**config.mk**
```make
export PLATFORM = sky130hd
export DESIGN_NAME = ahb_sws_master
export DESIGN_NICKNAME = d
export VERILOG_FILES = /design/src/rtl/ahb_pkg.sv /design/src/rtl/ahb_sws_master.sv
export SDC_FILE = /design/constraint.sdc
export NUM_CORES = 1
export LEC_CHECK = 0
export CORE_ASPECT_RATIO = 1.5
export CORE_MARGIN = 2
export CORE_UTILIZATION = 30
export CTS_CLUSTER_DIAMETER = 50
export DETAILED_ROUTE_END_ITERATION = 10
export DONT_BUFFER_PORTS = 1
export SYNTH_ARGS = -nofsm -noshare
export SYNTH_HDL_FRONTEND = slang
export SYNTH_SLANG_ARGS = --single-unit
```
**constraint.sdc**
```tcl
create_clock -name clk_i -period 12.3 [get_ports clk_i]
set_input_delay 1.23 -clock clk_i [delete_from_list [all_inputs] [get_ports clk_i]]
set_output_delay 1.23 -clock clk_i [all_outputs]
set_load 0.05 [all_outputs]
```
**src/rtl/ahb_pkg.sv**
```systemverilog
// ----------------------------------------------------------------------------
// ahb_pkg
// Shared AHB-Lite encodings and the single-transfer master FSM state type.
// Contents:
//   htrans_e      - HTRANS transfer type encodings
//   HRESP_*       - HRESP response encodings
//   HSIZE_WORD    - 32-bit transfer size
//   HBURST_SINGLE - single (non-burst) transfer
//   HPROT_DATA    - privileged data access, non-cacheable, non-bufferable
//   mst_state_e   - master FSM states
// ----------------------------------------------------------------------------
package ahb_pkg;

    typedef enum logic [1:0] {
        HTRANS_IDLE   = 2'b00,
        HTRANS_BUSY   = 2'b01,
        HTRANS_NONSEQ = 2'b10,
        HTRANS_SEQ    = 2'b11
    } htrans_e;

    localparam logic [1:0] HRESP_OKAY  = 2'b00;
    localparam logic [1:0] HRESP_ERROR = 2'b01;
    localparam logic [1:0] HRESP_RETRY = 2'b10;
    localparam logic [1:0] HRESP_SPLIT = 2'b11;

    localparam logic [2:0] HSIZE_WORD    = 3'b010;
    localparam logic [2:0] HBURST_SINGLE = 3'b000;
    localparam logic [3:0] HPROT_DATA    = 4'b0011;

    typedef enum logic [1:0] {
        S_IDLE = 2'b00,
        S_ADDR = 2'b01,
        S_DATA = 2'b10,
        S_RSP  = 2'b11
    } mst_state_e;

endpackage

```
**src/rtl/ahb_sws_master.sv**
```systemverilog
// ----------------------------------------------------------------------------
// ahb_sws_master
// Single-word, single-outstanding AHB-Lite master. Turns one valid/ready
// command into one NONSEQ SINGLE word transfer and returns a valid/ready
// response carrying read data and error/timeout status.
// Ports:
//   clk_i, rst_i                 - clock, asynchronous active-high reset
//   req_valid_i/req_ready_o      - command handshake (ready only when idle)
//   req_write_i/addr_i/wdata_i   - command fields
//   rsp_valid_o/rsp_ready_i      - response handshake
//   rsp_rdata_o/err_o/timeout_o  - response fields
//   h*_o / h*_i                  - AHB-Lite master bus
//   busy_o                       - a command is in flight
// ----------------------------------------------------------------------------
module ahb_sws_master
    import ahb_pkg::*;
#(
    parameter int DATA_WIDTH     = 32,
    parameter int TIMEOUT_CYCLES = 255
) (
    input  logic                  clk_i,
    input  logic                  rst_i,
    input  logic                  req_valid_i,
    output logic                  req_ready_o,
    input  logic                  req_write_i,
    input  logic [DATA_WIDTH-1:0] req_addr_i,
    input  logic [DATA_WIDTH-1:0] req_wdata_i,
    output logic                  rsp_valid_o,
    input  logic                  rsp_ready_i,
    output logic [DATA_WIDTH-1:0] rsp_rdata_o,
    output logic                  rsp_err_o,
    output logic                  rsp_timeout_o,
    output logic [DATA_WIDTH-1:0] haddr_o,
    output logic [1:0]            htrans_o,
    output logic                  hwrite_o,
    output logic [2:0]            hsize_o,
    output logic [2:0]            hburst_o,
    output logic [3:0]            hprot_o,
    output logic                  hmastlock_o,
    output logic [DATA_WIDTH-1:0] hwdata_o,
    input  logic                  hready_i,
    input  logic [1:0]            hresp_i,
    input  logic [DATA_WIDTH-1:0] hrdata_i,
    output logic                  busy_o
);

    localparam int CNT_W = $clog2(TIMEOUT_CYCLES + 1);
    localparam logic [CNT_W-1:0] CNT_LAST = CNT_W'(TIMEOUT_CYCLES - 1);

    mst_state_e            state_q, state_d;
    logic                  write_q, write_d;
    logic                  err_q, err_d;
    logic                  tmo_q, tmo_d;
    logic [CNT_W-1:0]      cnt_q, cnt_d;
    logic [DATA_WIDTH-1:0] addr_q, addr_d;
    logic [DATA_WIDTH-1:0] wdata_q, wdata_d;
    logic [DATA_WIDTH-1:0] rdata_q, rdata_d;

    always_comb begin
        state_d = state_q;
        write_d = write_q;
        err_d   = err_q;
        tmo_d   = tmo_q;
        cnt_d   = cnt_q;
        addr_d  = addr_q;
        wdata_d = wdata_q;
        rdata_d = rdata_q;
        case (state_q)
            S_IDLE: begin
                if (req_valid_i) begin
                    if (req_addr_i[1:0] == 2'b00) begin
                        addr_d  = req_addr_i;
                        write_d = req_write_i;
                        wdata_d = req_wdata_i;
                        state_d = S_ADDR;
                    end else begin
                        // Unaligned word access never reaches the bus.
                        rdata_d = '0;
                        err_d   = 1'b1;
                        tmo_d   = 1'b0;
                        state_d = S_RSP;
                    end
                end
            end
            S_ADDR: begin
                if (hready_i) begin
                    cnt_d   = '0;
                    state_d = S_DATA;
                end
            end
            S_DATA: begin
                // The first ERROR cycle arrives with hready low and is just
                // another wait cycle; the transfer ends on the hready edge.
                if (hready_i) begin
                    err_d   = (hresp_i != HRESP_OKAY);
                    tmo_d   = 1'b0;
                    rdata_d = (!write_q && hresp_i == HRESP_OKAY) ? hrdata_i : '0;
                    state_d = S_RSP;
                end else if (cnt_q == CNT_LAST) begin
                    err_d   = 1'b1;
                    tmo_d   = 1'b1;
                    rdata_d = '0;
                    state_d = S_RSP;
                end else begin
                    cnt_d = cnt_q + CNT_W'(1);
                end
            end
            S_RSP: begin
                if (rsp_ready_i) state_d = S_IDLE;
            end
            default: state_d = S_IDLE;
        endcase
    end

    always_ff @(posedge clk_i or posedge rst_i) begin
        if (rst_i) begin
            state_q <= S_IDLE;
            write_q <= 1'b0;
            err_q   <= 1'b0;
            tmo_q   <= 1'b0;
            cnt_q   <= '0;
        end else begin
            state_q <= state_d;
            write_q <= write_d;
            err_q   <= err_d;
            tmo_q   <= tmo_d;
            cnt_q   <= cnt_d;
        end
    end

    // Payload registers need no reset: every output that exposes them is
    // gated by the state that makes them meaningful.
    always_ff @(posedge clk_i) begin
        addr_q  <= addr_d;
        wdata_q <= wdata_d;
        rdata_q <= rdata_d;
    end

    assign req_ready_o   = (state_q == S_IDLE);
    assign busy_o        = (state_q != S_IDLE);
    assign rsp_valid_o   = (state_q == S_RSP);
    assign rsp_err_o     = (state_q == S_RSP) && err_q;
    assign rsp_timeout_o = (state_q == S_RSP) && tmo_q;
    assign rsp_rdata_o   = (state_q == S_RSP) ? rdata_q : '0;

    assign htrans_o    = (state_q == S_ADDR) ? HTRANS_NONSEQ : HTRANS_IDLE;
    assign haddr_o     = (state_q == S_ADDR) ? addr_q : '0;
    assign hwrite_o    = (state_q == S_ADDR) && write_q;
    assign hwdata_o    = (state_q == S_DATA && write_q) ? wdata_q : '0;
    assign hsize_o     = HSIZE_WORD;
    assign hburst_o    = HBURST_SINGLE;
    assign hprot_o     = HPROT_DATA;
    assign hmastlock_o = 1'b0;

endmodule

```
Word level (Yosys, flattened, before mapping):

Index checks and enable logic that the tools add are counted.

* bits in registers: 109
* input port bits: 104
* output and inout bits: 115

* add/subtract/negate cells: 1
* equal/unequal tests: 11
* multiplexer cells: 30
* reduce and logical (&&, ||, !) cells: 17

Operators by type and width (number)
* $mux W32: 8
* $pmux W32 S2: 1
* $mux W8: 3
* $pmux W8 S2: 1
* $mux W2: 7
* $reduce_and A4 Y1: 3
* $ne A2 B2 Y1 const B: 5
* $add A8 B1 Y8 const B: 1
* $eq A8 B8 Y1 const B: 1
* $pmux W2 S4: 1
* $reduce_bool A2 Y1: 4
* $mux W1: 7
* $logic_not A2 Y1: 3
* $logic_and A1 B1 Y1: 5
* $eq A2 B2 Y1 const B: 2
* $pmux W1 S2: 2
* $ne A3 B3 Y1 const B: 1
* $reduce_and A3 Y1: 1
* $eq A2 B1 Y1 const B: 1
* $ne A2 B1 Y1 const B: 1
* $logic_not A1 Y1: 1

Longest topological paths before layout:

* depth after elaboration: 5
* gate-level depth with buffers: 7
* mapped depth without buffers: 6

Worst setup path before layout:

Ideal clock, no wire load.

* path kind: input to register
* start: input port req_addr_i[1]
* end: register write_q
* setup time: 0.087 ns
* data arrival time: 6.474 ns
* slack: 5.739 ns
* cell stages on the path: 2
* cells stage by stage: nor3_1 -> mux2_2

* word-level cells in the longest chain between the ends: 2

Ends and longest elaborated chain
* from (decl): line ahb_sws_master.sv:26 `input logic [DATA_WIDTH-1:0] req_addr_i,`
* $logic_not A2 Y1: line ahb_sws_master.sv:71 `if (req_addr_i[1:0] == 2'b00) begin`
* $reduce_and A3 Y1 (no source line)
* to (signal assigned): line ahb_sws_master.sv:124 `write_q <= write_d;`
* to (decl): line ahb_sws_master.sv:51 `logic write_q, write_d;`

No other way between the ends.
A chain may end at the register's enable or synchronous reset.

Final worst setup path:

* start: register state_q[1]
* end: output port haddr_o[14]

* word-level cells in the longest chain between the ends: 2

Ends and longest elaborated chain
* from (decl): line ahb_sws_master.sv:50 `mst_state_e state_q, state_d;`
* from (signal assigned): line ahb_sws_master.sv:123 `state_q <= state_d;`
* $eq A2 B1 Y1: line ahb_sws_master.sv:147 `assign haddr_o = (state_q == S_ADDR) ? addr_q : '0;`
* $mux W32: line ahb_sws_master.sv:147
* to (decl): line ahb_sws_master.sv:33 `output logic [DATA_WIDTH-1:0] haddr_o,`

No other way between the ends.

==> results.sh <==
export IMPL_routed_wl_um=9550
export IMPL_viasPerCell=4.70
export IMPL_ant_nets=0
export IMPL_drtIter0Drc=63
export IMPL_muxShareOfSynthArea=0.0129
export IMPL_start_kind="register"
export IMPL_p_clk_frac=0.196
export IMPL_multi_input_area_sq_um=1390
export IMPL_clkLatencyLatePin_ns=0.34
export IMPL_core_sq_um=15600
export IMPL_hpwl_um=6840
export IMPL_grt_max_degree=66
export IMPL_post_route_period_util=0.280
export IMPL_synth_seq_area_share=0.677
export IMPL_grt_pass1_vias=2548
export IMPL_rsz0062_at_grt="false"
export IMPL_register_area_sq_um=3210
export IMPL_postCtsResizedCells=0
export IMPL_synth_compound_gate_area_share=0.0322
export IMPL_p_per_area_nw_per_um2=256
export IMPL_crit_path_end_kind="primary output"
export IMPL_p_leak_nw=1.96
export IMPL_synthXorXnorAreaFrac=0
export IMPL_finalHoldViolCount=0
export IMPL_vias=2582
export IMPL_nets=452
export IMPL_place_inst=533
export IMPL_outcome="complete, no violations"
export IMPL_ys_seq_elements=109
export IMPL_avgSynthCellArea_sq_um=13.7
export IMPL_drv_slew=0
export IMPL_diodes=0
export IMPL_power_switching_mw=0.625
export IMPL_grt_pass1_wl_um=13600
export IMPL_synthArstFlopShare=0.119
export IMPL_cp_max_fo=39
export IMPL_timing_fmax_mhz=291
export IMPL_grt_antenna_before_repair=0
export IMPL_portBuffers=0
export IMPL_clockBufferDepth=2
export IMPL_met3_usage=0.0408
export IMPL_synthSimpleGateAreaFrac=0.217
export IMPL_synth_flop_cell="edfxtp_1"
export IMPL_utilization=0.332
export IMPL_syn_inst=347
export IMPL_rows=56
export IMPL_peakVddDrop_mv=0.0993
export IMPL_fp_dieW_um=107
export IMPL_root_buffer="clkbuf_16"
export IMPL_cts_buffers=9
export IMPL_ios=219
export IMPL_skew_ns=0.0110
export IMPL_finalSetupViolCount=0
export IMPL_drive_above_1_share=0.0867
export IMPL_detail_route_wl_per_cell_um=17.4
export IMPL_use_met1=0.104
export IMPL_cts_tree="done"
export IMPL_htree_levels=3
export IMPL_cp_arrival_ns=2.21
export IMPL_cp_required_ns=11.07
export IMPL_cts_setup_buffers=0
export IMPL_tightest_slew_ns=1.19
export IMPL_yosys_warnings=0
export IMPL_place_area_sq_um=4900
export IMPL_synth_distinct_cells=43
export IMPL_routabilityCongestion=0.704
export IMPL_p_int_mw=0.698
export IMPL_hold_class="register to register"
export IMPL_finish_instance_area_sq_um=5160
export IMPL_clk_pin_slew_worst_paths_ns=0.06
export IMPL_period_minus_slack_ns=3.44
export IMPL_initial_utilization=0.305
export IMPL_synth_top_family_by_area="simple AND/OR/NAND/NOR gates"
export IMPL_area_growth_pct=8.82
export IMPL_whs_ns=0.525
export IMPL_power_frac_comb=0.419
export IMPL_final_cells=549
export IMPL_drc=0
export IMPL_fill_cells=1537
export IMPL_fin_tns_setup_ns=0
export IMPL_p_seq_frac=0.385
export IMPL_grtUsageTotal=0.107
export IMPL_clock_sinks=109
export IMPL_critPathKind="register to primary output"
export IMPL_drtPass1Iterations=4
export IMPL_maxCapViolations=0
export IMPL_p_sw_frac=0.472
export IMPL_grtUsageMet2=0.199
export IMPL_synth_edf_count=96
export IMPL_netlist_area_sq_um=4740
export IMPL_grt_busiest_layer="met2"
export IMPL_cts_hold_buf=0
export IMPL_die_h_um=158
export IMPL_max_slew_margin=0.204
export IMPL_dieArea_sq_um=16800
export IMPL_synthAdderAreaFrac=0.0185
export IMPL_grt_ovfl_total=0
[critical path, stage by stage (launching register included)]
cell and delay, ns:
dfrtp_1 0.40, inv_1 0.13, ha_2 0.77, and2_1 0.57
[area by class of cell]
type	count	area share
Clock buffer	11	0.0451
Clock inverter	5	0.00558
Inverter	6	0.00437
Multi-Input combinational cell	212	0.269
Sequential cell	109	0.622
Tap cell	203	0.0492
Timing Repair Buffer	3	0.00437
[registers in the layout, indices dropped and copies added (netlist names)]
name     count
write_q      1
state_q      2
err_q        1
rdata_q     32
cnt_q        8
tmo_q        1
wdata_q     32
addr_q      32
[per-stage QoR]
step	power (mW)	worst slack, ns
after detailed placement	1.08	9.20
after global routing	1.39	8.72
final	1.32	8.86
after global placement	1.07	9.28
after floorplan	1.02	5.74
after CTS	1.35	8.82
[synthesized netlist by cell type, types with 2 or more instances]
library cell  number  area [sq um]
a21oi_1            6          30.0
and2_1           100           626
and3_1            32           200
and3_2             2          15.0
buf_4             14           105
clkbuf_1          12          45.0
clkbuf_2           3          15.0
conb_1             2          7.51
dfrtp_1           13           325
edfxtp_1          96          2880
ha_1               7          87.6
inv_1              6          22.5
mux2i_1            5          50.1
nand2_1           10          37.5
nand2b_1           2          12.5
nand3_1            2          10.0
nand4_1            2          12.5
nor2_1             7          26.3
nor3_1             2          10.0
[logic make-up after synthesis]
group,count (synthesis)
adders and majority gates,7
other,2
DFF,109
muxes,6
buffers and inverters,36
AOI/OAI and AO/OA,20
and+or+nand+nor,167
[cells in the final DEF, fill, tap and decap left out, types with 2 or more instances in the layout]
cell type,count
and2_1,100
edfxtp_1,96
and3_1,32
dfrtp_1,13
conb_1,12
nand2_1,10
clkbuf_16,9
nor2_1,7
a21oi_1,6
inv_1,6
ha_1,6
mux2i_1,5
clkinv_2,4
buf_4,3
nand2b_1,2
and3_2,2
nand3_1,2
nand4_1,2
clkbuf_1,2
[power groups by stage]
stage	Sequential (mW)	Clock, mW	Combinational (mW)
6_report	0.510	0.259	0.554
4_1_cts	0.512	0.271	0.562
3_5_place_dp	0.521	0	0.560
5_1_grt	0.518	0.284	0.585
3_3_place_gp	0.517	0	0.554
2_1_floorplan	0.503	0	0.520
[final timing paths]
| kind | end | start | depth (start not counted) | slack, ns |
|---|---|---|---|---|
| min reg2reg | cnt_q[3]$_DFFE_PP0P_ | cnt_q[3]$_DFFE_PP0P_ | 1 | 0.52 |
| max reg2reg | rdata_q[28]$_SDFFCE_PN0P_ | state_q[0]$_DFFE_PP0P_ | 5 | 9.46 |
| min in group asynchronous | write_q$_DFFE_PP0P_ | rst_i | 1 | 0.82 |
| max | haddr_o[14] | state_q[1]$_DFFE_PP0P_ | 3 | 8.86 |
| min | cnt_q[3]$_DFFE_PP0P_ | cnt_q[3]$_DFFE_PP0P_ | 1 | 0.52 |
| max in group asynchronous | state_q[1]$_DFFE_PP0P_ | rst_i | 1 | 11.10 |
[per-layer routing]
layer,wire length [um],share of wire,up-vias
met3,820,0.086,8
met2,5210,0.55,137
met4,125,0.013,0
met5,0,0,-
li1,-,-,1175
met1,3390,0.36,1262
(Power assumes the default switching activity.)
